### src/rtl/rect_fill_engine.sv
// Rectangle fill engine: rasterises a clipped, solid-colour rectangle into a
// pixel stream (x, y, colour, plot) for a VGA frame-buffer adapter.
`timescale 1ns/1ps
module rect_fill_engine #(
    parameter int XMAX     = 160,
    parameter int YMAX     = 120,
    parameter int COLOUR_W = 3
) (
    input  logic                clock,
    input  logic                resetn,
    input  logic                start,
    input  logic [7:0]          x0,
    input  logic [6:0]          y0,
    input  logic [7:0]          w,
    input  logic [6:0]          h,
    input  logic [COLOUR_W-1:0] colour_in,
    output logic [7:0]          x,
    output logic [6:0]          y,
    output logic [COLOUR_W-1:0] colour,
    output logic                plot,
    output logic                busy,
    output logic                done
);

    typedef enum logic [1:0] {
        S_IDLE = 2'd0,
        S_DRAW = 2'd1,
        S_DONE = 2'd2
    } state_t;

    localparam logic [8:0] XMAX_9 = 9'(XMAX);
    localparam logic [8:0] YMAX_9 = 9'(YMAX);

    state_t              r_state;
    state_t              w_state_nxt;

    logic [7:0]          r_x0;
    logic [8:0]          r_xend;
    logic [8:0]          r_yend;
    logic [7:0]          r_x;
    logic [6:0]          r_y;
    logic [COLOUR_W-1:0] r_colour;
    logic                r_plot;
    logic                r_busy;
    logic                r_done;

    logic [8:0]          w_xsum;
    logic [8:0]          w_ysum;
    logic [8:0]          w_xend;
    logic [8:0]          w_yend;
    logic                w_empty;
    logic                w_row_last;
    logic                w_last;

    logic [7:0]          w_x0_nxt;
    logic [8:0]          w_xend_nxt;
    logic [8:0]          w_yend_nxt;
    logic [7:0]          w_x_nxt;
    logic [6:0]          w_y_nxt;
    logic [COLOUR_W-1:0] w_colour_nxt;
    logic                w_plot_nxt;
    logic                w_busy_nxt;
    logic                w_done_nxt;

    // Clip limits are exclusive and computed at 9 bits so x0+w cannot wrap.
    assign w_xsum     = {1'b0, x0} + {1'b0, w};
    assign w_ysum     = {2'b00, y0} + {2'b00, h};
    assign w_xend     = (w_xsum > XMAX_9) ? XMAX_9 : w_xsum;
    assign w_yend     = (w_ysum > YMAX_9) ? YMAX_9 : w_ysum;
    assign w_empty    = (w == 8'd0) || (h == 7'd0) ||
                        ({1'b0, x0} >= XMAX_9) || ({2'b00, y0} >= YMAX_9);
    assign w_row_last = ({1'b0, r_x} == (r_xend - 9'd1));
    assign w_last     = w_row_last && ({2'b00, r_y} == (r_yend - 9'd1));

    // State register.
    always_ff @(posedge clock or negedge resetn) begin
        if (!resetn) begin
            r_state <= S_IDLE;
        end else begin
            r_state <= w_state_nxt;
        end
    end

    // Next-state decode; start is only honoured in IDLE.
    always_comb begin
        w_state_nxt = r_state;
        case (r_state)
            S_IDLE: begin
                if (start) begin
                    if (w_empty) begin
                        w_state_nxt = S_DONE;
                    end else begin
                        w_state_nxt = S_DRAW;
                    end
                end else begin
                    w_state_nxt = S_IDLE;
                end
            end
            S_DRAW: begin
                if (w_last) begin
                    w_state_nxt = S_DONE;
                end else begin
                    w_state_nxt = S_DRAW;
                end
            end
            S_DONE:  w_state_nxt = S_IDLE;
            default: w_state_nxt = S_IDLE;
        endcase
    end

    // Output/datapath decode: next values for every registered output.
    always_comb begin
        w_x0_nxt     = r_x0;
        w_xend_nxt   = r_xend;
        w_yend_nxt   = r_yend;
        w_x_nxt      = r_x;
        w_y_nxt      = r_y;
        w_colour_nxt = r_colour;
        w_plot_nxt   = 1'b0;
        w_done_nxt   = 1'b0;
        w_busy_nxt   = (w_state_nxt != S_IDLE);
        case (r_state)
            S_IDLE: begin
                if (start) begin
                    w_x0_nxt   = x0;
                    w_xend_nxt = w_xend;
                    w_yend_nxt = w_yend;
                    // Empty requests leave the pixel outputs untouched.
                    if (w_empty) begin
                        w_done_nxt = 1'b1;
                    end else begin
                        w_x_nxt      = x0;
                        w_y_nxt      = y0;
                        w_colour_nxt = colour_in;
                        w_plot_nxt   = 1'b1;
                    end
                end else begin
                    w_done_nxt = 1'b0;
                end
            end
            S_DRAW: begin
                if (w_last) begin
                    w_done_nxt = 1'b1;
                end else if (w_row_last) begin
                    w_x_nxt    = r_x0;
                    w_y_nxt    = r_y + 7'd1;
                    w_plot_nxt = 1'b1;
                end else begin
                    w_x_nxt    = r_x + 8'd1;
                    w_plot_nxt = 1'b1;
                end
            end
            S_DONE: begin
                w_done_nxt = 1'b0;
            end
            default: begin
                w_done_nxt = 1'b0;
            end
        endcase
    end

    // Registered outputs and request context.
    always_ff @(posedge clock or negedge resetn) begin
        if (!resetn) begin
            r_x0     <= 8'd0;
            r_xend   <= 9'd0;
            r_yend   <= 9'd0;
            r_x      <= 8'd0;
            r_y      <= 7'd0;
            r_colour <= {COLOUR_W{1'b0}};
            r_plot   <= 1'b0;
            r_busy   <= 1'b0;
            r_done   <= 1'b0;
        end else begin
            r_x0     <= w_x0_nxt;
            r_xend   <= w_xend_nxt;
            r_yend   <= w_yend_nxt;
            r_x      <= w_x_nxt;
            r_y      <= w_y_nxt;
            r_colour <= w_colour_nxt;
            r_plot   <= w_plot_nxt;
            r_busy   <= w_busy_nxt;
            r_done   <= w_done_nxt;
        end
    end

    assign x      = r_x;
    assign y      = r_y;
    assign colour = r_colour;
    assign plot   = r_plot;
    assign busy   = r_busy;
    assign done   = r_done;

endmodule

### config.mk
export PLATFORM = sky130hd
export DESIGN_NAME = rect_fill_engine
export DESIGN_NICKNAME = d
export VERILOG_FILES = /design/src/rtl/rect_fill_engine.sv
export SDC_FILE = /design/constraint.sdc
export NUM_CORES = 1
export LEC_CHECK = 0
export ABC_CLOCK_PERIOD_IN_PS = 3700
export BUFFER_PORTS_ARGS = -buffer_cell sky130_fd_sc_hd__clkbuf_2
export CAP_MARGIN = 20
export CORE_MARGIN = 2
export CORE_UTILIZATION = 55
export DETAILED_ROUTE_END_ITERATION = 8
export GPL_ROUTABILITY_DRIVEN = 0
export PLACE_DENSITY_LB_ADDON = 0.12
export SETUP_SLACK_MARGIN = 0.4
export SLEW_MARGIN = 20
export SYNTH_ARGS = -nofsm -noshare
export SYNTH_HDL_FRONTEND = slang
export SYNTH_SLANG_ARGS = --single-unit
### constraint.sdc
create_clock -name clock -period 3.7 [get_ports clock]
set_clock_uncertainty 0.05 [all_clocks]
set_input_delay 0.555 -clock clock [delete_from_list [all_inputs] [get_ports clock]]
set_output_delay 0.555 -clock clock [all_outputs]
set_load 0.005 [all_outputs]
# == Yosys cells after proc, flatten, opt, wreduce, memory -nomap -nowiden ==
# Cells that the tools add are included.
# classes
addsub,6
order_cmp,4
eq_ne,7
muxes,24
bitwise_logic,1
reduce_logical,13
# op_table
cell,count
8-bit two-way mux,5
7-bit two-way mux,4
9-bit by 1-bit subtractor with 9-bit output (second input constant),2
8-bit one-hot mux with 2 select lines,1
7-bit one-hot mux with 2 select lines,1
8-bit by 8-bit adder with 9-bit output,1
7-bit by 9-bit == test with 1-bit output,1
8-bit by 9-bit == test with 1-bit output,1
9-bit by 8-bit > comparator with 1-bit output (second input constant),1
9-bit two-way mux,1
7-bit by 7-bit adder with 8-bit output,1
8-bit by 1-bit adder with 8-bit output (second input constant),1
8-bit >= comparator (second input constant),1
8-bit by 7-bit > comparator with 1-bit output (second input constant),1
8-bit logical NOT,1
2-bit != test (second input constant),4
7-bit by 1-bit adder with 7-bit output (second input constant),1
7-bit >= comparator (second input constant),1
7-bit logical NOT,1
1-bit two-way mux,6
2-bit two-way mux,3
5-bit AND reduction,1
1-bit one-hot mux with 2 select lines,2
2-bit one-hot mux with 2 select lines,1
9 further kinds,12
# word_totals
register_bits,49
in_bits,36
out_inout_bits,21
elab_cells,65

# == Logic depth before layout (Yosys ltp) ==
# Gate-level depths: netlist of the first run.
# logic_depth
word_depth,8
depth_mapped,12
mapped_depth_nobuf,11

# == Worst setup path after synthesis of the first run ==
# No wires, ideal clock.
# synth_path
path_kind,reg-to-reg
startpoint,reg r_xend[0]
endpoint,reg r_x[6] (netlist: x[6])
arrival_time_ns,2.632
slack_ns,0.893
stages_incl_launch_ff,13
n_path_buf,2
period_less_slack_ns,2.807
cell_sequence,dfrtp_1 > inv_1 > ha_1 > or3b_2 > a211o_1 > a31oi_1 > a211oi_2 > nand2b_1 > buf_4 > and2b_1 > buf_4 > inv_2 > mux2_4
# synth_between
elab_chain_len,5
word_cells_on_any_way,8
cone_classes,1 x add/sub; 2 x eq/ne; 3 x mux; 2 x reduce/logical
# synth_rtl
item,line,text
start: declaration,38,logic [8:0] r_xend;
start signal: assignment,176,r_xend <= w_xend_nxt;
9-bit by 1-bit subtractor with 9-bit output (*),72,"assign w_row_last = ({1'b0, r_x} == (r_xend - 9'd1));"
8-bit by 9-bit == test with 1-bit output (*),72,
8-bit two-way mux or 1-bit logical AND (tied branches),"144, 73",
8-bit two-way mux or 2-bit != test (tied branches),--,
8-bit one-hot mux with 2 select lines or 4-bit AND reduction (tied branches),--,
end signal: assignment,178,r_x <= w_x_nxt;
end: declaration,40,logic [7:0] r_x;
# Every way passes the cells marked *; elsewhere a longest branch is shown, timed or not. The select of a mux whose other input is x is not followed.
# A chain may end at the register's enable or synchronous reset.

# == Final worst setup path of the first run ==
# Same ends and word-level chain as after synthesis.

==> results of run 1 <==
[cells by family (layout without fill, tap and decap cells)]
kind of cell / after synthesis / after routing / share of synthesized area
compound gates: 112 / 112 / 0.230
xor+xnor: 24 / 24 / 0.0709
fa+ha+maj: 21 / 21 / 0.0829
buf+inv: 41 / 94 / 0.0493
flops: 46 / 46 / 0.344
mux: 6 / 6 / 0.0205
simple gates: 136 / 136 / 0.203
[power groups by stage]
stage          Sequential (W)  Clock [W]  Combinational (W)
6_report             0.000902   0.000297           0.000916
5_1_grt              0.000928   0.000318            0.00103
4_1_cts              0.000893   0.000300           0.000911
3_5_place_dp         0.000904          0           0.000904
3_3_place_gp         0.000897          0           0.000891
2_1_floorplan        0.000818          0           0.000685
[sequential cells by signal, summed over array words and instances, names as in the netlist]
name    flops
r_xend      9
r_x0        8
r_yend      8
x           8
y           7
colour      3
busy        1
done        1
plot        1
[through the flow]
step                std cells  power, W  area (sq um)
CTS                       514   0.00210          3780
global route              514   0.00228          3780
floorplan                 386   0.00150          3350
detailed placement        507   0.00181          3700
global placement          507   0.00179          3700
finish                    514   0.00212          3780
[metal layers]
metal  global-route usage  vias up  routed length [um]
met2                0.415      110                3800
li1                     -     1507                   -
met4               0.0717        0                  42
met1                0.409     1465                4000
met3               0.0407        4                 642
met5                    0        -                   0
[final cells by class]
class	count	area, sq um	share of cell area
sequential	46	1150	0.304
tap	75	93.8	0.0248
multi-input combinational	299	2040	0.538
clock inverter	1	7.51	0.00198
inverter	24	90.1	0.0238
clock buffer	6	72.6	0.0192
timing repair buffer	63	333	0.0880
[worst reg2reg max path: stages (launching register included)]
cell and delay, ns:
dfrtp_1 0.43, inv_1 0.07, ha_1 0.20, or3b_2 0.50
nor4b_1 0.32, a31oi_1 0.09, a211oi_2 0.28, nand2b_1 0.14
buf_4 0.15, and2b_2 0.27, inv_2 0.06, mux2_4 0.29
[synth_stat cells, drive strengths merged (3+ instances only)]
library cell | instances | area share
dfrtp | 46 | 0.34
inv | 24 | 0.027
a21oi | 19 | 0.028
nor3b | 3 | 0.0067
xor2 | 10 | 0.026
nand2 | 45 | 0.051
a21o | 3 | 0.0067
and3 | 5 | 0.0093
nor4 | 8 | 0.017
a32o | 7 | 0.021
o21ai | 29 | 0.043
a21boi | 6 | 0.013
mux2 | 4 | 0.015
ha | 19 | 0.071
nor3 | 11 | 0.016
a31oi | 6 | 0.011
o22a | 8 | 0.021
o21a | 5 | 0.011
xnor2 | 12 | 0.031
a22o | 3 | 0.0078
clkbuf | 13 | 0.015
nand3 | 9 | 0.013
buf | 4 | 0.0075
nand2b | 5 | 0.0093
nand4 | 3 | 0.0056
o31ai | 4 | 0.0090
nor2b | 3 | 0.0056
a211oi | 4 | 0.010
nor2 | 29 | 0.032
[worst paths after layout]
check                        startpoint   endpoint  slack, ns  cells after the start
max                           r_xend[0]       x[6]       0.74                     11
min                              resetn  r_yend[4]       0.18                      1
max reg2reg                   r_xend[0]       x[6]       0.74                     11
min reg2reg                     r_x0[4]    r_x0[4]       0.43                      2
max in group asynchronous        resetn       x[4]       2.68                      2
min in group clock         colour_in[1]  colour[1]       0.43                      2
==> metrics, run 1 <==
Leakage 1.74 nW; worst hold slack 0.180 ns; count of clock tree sinks 46; number of synthesized register bits 46; Buf/Inv on CP 3; Util after Layout 0.639; # resized after CTS 0; worst vdd ir 0.306 mV; layout cells sized above 1 0.187; PD cells 559 nW/um^2; final count of hold timing violations 0; WL/cell 16.5 um; Root Buffer clkbuf_8; global route overflow 0; via count 3,086; gr usage total 0.274; most common cell after layout, fill and taps aside clkbuf_2; Psw 0.000869 W; Core Rows 28; CP cell instances inv_1 -> ha_1 -> or3b_2 -> nor4b_1 -> a31oi_1 -> a211oi_2 -> nand2b_1 -> buf_4 -> and2b_2 -> inv_2 -> mux2_4; pre-CTS setup slack 0.562 ns; global-route wire length before repair 13.9 mm; CTS Buf Count 5; dominant synthesized flop cell dfrtp_1; FMAX 0.338 GHz; number of synthesized flops with an enable pin 0; CTS tree yes; hold_buf cts 0; Hold Crit Class in -> async; sw frac 0.411; Final Cycle Share 0.800; die footprint 6730 sq um; diode count 0; crit path capture type register; PnR worst setup slack 0.738 ns; Data required, critical path 3.85 ns; largest net degree at the start of global routing 25; Synth Cell Area 3350 sq um; Logic pwr share 0.433; crit path time final 2.96 ns; CP max FO 10; Syn Nets 443; Sequential Power Share 0.426; NumNets Final 496; Max Cap Viol 0; Initial Util 0.566; final setup fails 0; CP delay by family, top simple AND/OR/NAND/NOR gates; asr flop ratio synth 1.00; startpoint types register; WP data arrival 3.11 ns; Pre-antenna DRT Iters 5; mean post-synth cell area 8.68 sq um; DRT antenna net count 0; Core ar. 5920 sq um; Gate Count Post-Synth 386; Worst-Margin Slew 0.723 ns; Filler cells 508; slowest CP cell or3b_2; Die Y 82.1 um; crit-path max cell delay 0.50 ns; initial drt markers 240; hpwl dp 6.52 mm; final WL 8.48 mm; Rel. slew slack 0.518; RSZ-0062 raised after global routing false; io pins 57; CP Class reg -> reg; Netlist cell types 64; DIE WIDTH 82.1 um; register area share after synthesis 0.344; internal power 0.00125 W; postcts setup bufs 0; depth of the CTS H-tree 2; IO buf count 56; area growth from synthesis to layout 12.9%; most frequent cells in the layout 56 x clkbuf_2, 46 x dfrtp_1, 44 x nand2_1; DR vias/cell 6.00; vias in the first global route 2,855; setup_tns 0 ns; result of the run finished, final reports clean; # DRC 0; initial antenna violation count 0; Clk pwr share 0.141; YS warnings 0; Slew Viols, Final 0; CTS clk-pin slew, worst paths 0.09 ns; Clock Latency Late Sink 0.30 ns; Bufs on Longest Clock Path 2
(Power assumes the default switching activity.)
==> inputs of run 2 (changes only) <==
ABC_AREA = 1   (was unset)
ABC_CLOCK_PERIOD_IN_PS = 2900   (was 3700)
clock period = 2.9 ns   (was 3.7 ns; I/O delays follow)
==> metrics, run 2 <==
CTS clk-pin slew, worst paths 0.09 ns (about the same); startpoint types register; layout cells sized above 1 0.161 (-0.0257); IO buf count 56 (unchanged); final count of hold timing violations 0 (unchanged); CP delay by family, top simple AND/OR/NAND/NOR gates; # DRC 0 (unchanged); number of synthesized register bits 46 (unchanged); die footprint 7700 sq um (+14%); count of clock tree sinks 46 (unchanged); setup_tns 0 ns (unchanged); register area 1150 sq um (unchanged); depth of the CTS H-tree 2 (unchanged); Non-Filler Instances 723 (+41%); DR vias/cell 5.11 (-15%); via count 3,698 (+20%); worst vdd ir 0.444 mV (+45%); Syn Nets 626 (+41%); dominant synthesized flop cell dfrtp_1; Clock Latency Late Sink 0.30 ns (about the same); Rel. slew slack 0.551 (+0.0324); global-route wire length before repair 15.4 mm (+11%); Synth top cells by count 197 x nand2_1, 61 x inv_1, 59 x nand3_1; most frequent CP cell nand2_1; Core Rows 30 (+7.1%); vias in the first global route 3,225 (+13%); Bufs on Longest Clock Path 2 (unchanged); Initial Util 0.568 (+0.00184); Buf/Inv on CP 2 (-1); Final Cycle Share 0.796 (-0.00429); CTS Buf Count 5 (unchanged); hold_buf cts 0 (unchanged); Filler cells 648 (+28%); asr flop ratio synth 1.00 (unchanged); leading area contributor after synthesis dfrtp_1; area growth from synthesis to layout 12.9% (about the same); Gate Count Post-Synth 569 (+47%); max reg flops 9 (unchanged); DRT antenna net count 0 (unchanged); Synth Cell Area 3860 sq um (+15%); FMAX 0.433 GHz (+28%); area of the multi-input gates 2410 sq um (+19%); WP data arrival 2.45 ns (-0.66 ns); RSZ-0062 raised after global routing false; result of the run finished, final reports clean; Area contributors post-synth dfrtp_1 30%, nand2_1 19%, nand3_1 7.7%; R2R cell count 15 (+4); final WL 9.28 mm (+9.5%); gr usage total 0.251 (-0.0229); top cell type's share of synthesized area 0.298 (-0.0451); Root Buffer clkbuf_8; diode count 0 (unchanged); global route overflow 0 (unchanged); DIE WIDTH 87.7 um (+6.9%); CP Depth 15 (+4); hpwl dp 7.37 mm (+13%); most common cell after layout, fill and taps aside nand2_1; slowest CP cell dfrtp_1; Pre-antenna DRT Iters 5 (unchanged); NumNets Final 683 (+38%); Die Y 87.7 um (+6.9%); CP max FO 9 (-1); most frequent cells in the layout 197 x nand2_1, 61 x inv_1, 59 x nand3_1; largest net degree at the start of global routing 33 (+32%); Placed Cells 715 (+41%); Leakage 2.39 nW (+37%); Slew Viols, Final 0 (unchanged); crit path capture type register; CP cell instances inv_2 -> ha_1 -> inv_1 -> nand2_2 -> nand2_1 -> nand2_1 -> nand3_1 -> nor2_1 -> nand2_2 -> nor2_8 -> nand2_4 -> nand2_8 -> nand3_4 -> nand2_1 -> nand2_1; Data required, critical path 3.04 ns (-0.81 ns); YS warnings 0 (unchanged); initial antenna violation count 0 (unchanged); register area share after synthesis 0.298 (-0.0451); Largest Register r_xend; Max Cap Viol 0 (unchanged); mean post-synth cell area 6.78 sq um (-22%); Core ar. 6790 sq um (+15%); CP Class reg -> reg; Netlist cell types 34 (-47%); PD cells 1020 nW/um^2 (+83%); io pins 57 (unchanged); number of synthesized flops with an enable pin 0 (unchanged); most common cell in the netlist nand2_1; CTS tree yes; Hold Crit Class in -> async; crit-path max cell delay 0.47 ns (-0.03 ns); WL/cell 12.8 um (-22%); initial drt markers 293 (+22%); crit path time final 2.31 ns (-0.653 ns); final setup fails 0 (unchanged); Worst-Margin Slew 0.673 ns (-0.0493 ns)
run 2: per-layer routing:
| layer | global-route usage | share of wire | vias up |
|---|---|---|---|
| met5 | 0 | 0 | - |
| met4 | 0.0490 | 0.0068 | 0 |
| met3 | 0.0292 | 0.059 | 5 |
| met2 | 0.360 | 0.42 | 110 |
| met1 | 0.405 | 0.51 | 1642 |
| li1 | - | - | 1941 |
run 2: power by group:
part	leakage, nW	switching, W	internal, W	total [W]
Combinational	1.76	0.00163	0.00101	0.00264
Sequential	0.574	0.000406	0.000930	0.00134
Clock	0.0524	0.000227	0.000258	0.000485
run 2: final cells by class:
| cell class | instances | share of cell area |
|---|---|---|
| Clock buffer | 7 | 0.0175 |
| Clock inverter | 1 | 0.00689 |
| Inverter | 66 | 0.0569 |
| Multi-Input combinational cell | 446 | 0.554 |
| Sequential cell | 46 | 0.264 |
| Tap cell | 96 | 0.0276 |
| Timing Repair Buffer | 61 | 0.0730 |
run 2: final timing paths:
kind / to / startpoint / slack [ns]
setup / recovery: y[1] / r_xend[0] / 0.59
hold / removal: r_yend[7] / resetn / 0.07
setup reg to reg: y[1] / r_xend[0] / 0.59
hold reg to reg: r_x0[3] / r_x0[3] / 0.45
max in group asynchronous: r_yend[3] / resetn / 1.96
min in group clock: colour[2] / colour_in[2] / 0.31
run 2: repair_timing:
action	CTS	global route
resized for setup	0	1
buffers inserted	0	0
endpoints found under the setup margin	0	14
run 2: cells by family after synthesis:
group           count (synthesis)  share of synthesized area
fa+ha+maj                      21                     0.0720
flops                          46                      0.298
mux                             3                    0.00876
simple gates                  351                      0.419
buf+inv                        77                     0.0769
compound gates                 41                     0.0571
xor+xnor                       30                     0.0681
run 2: per-stage QoR:
stage,setup slack [ns],instance area (sq um),total power [W],utilization,hold slack (ns)
2_1_floorplan,0.836,3860,0.00328,-,0.0894
3_5_place_dp,0.494,4250,0.00396,0.625,0.405
5_1_grt,0.408,4360,0.00489,0.641,0.0986
6_report,0.591,4360,0.00446,0.641,0.0686
4_1_cts,0.557,4350,0.00445,0.641,0.0756
3_3_place_gp,0.587,4250,0.00389,0.625,0.404
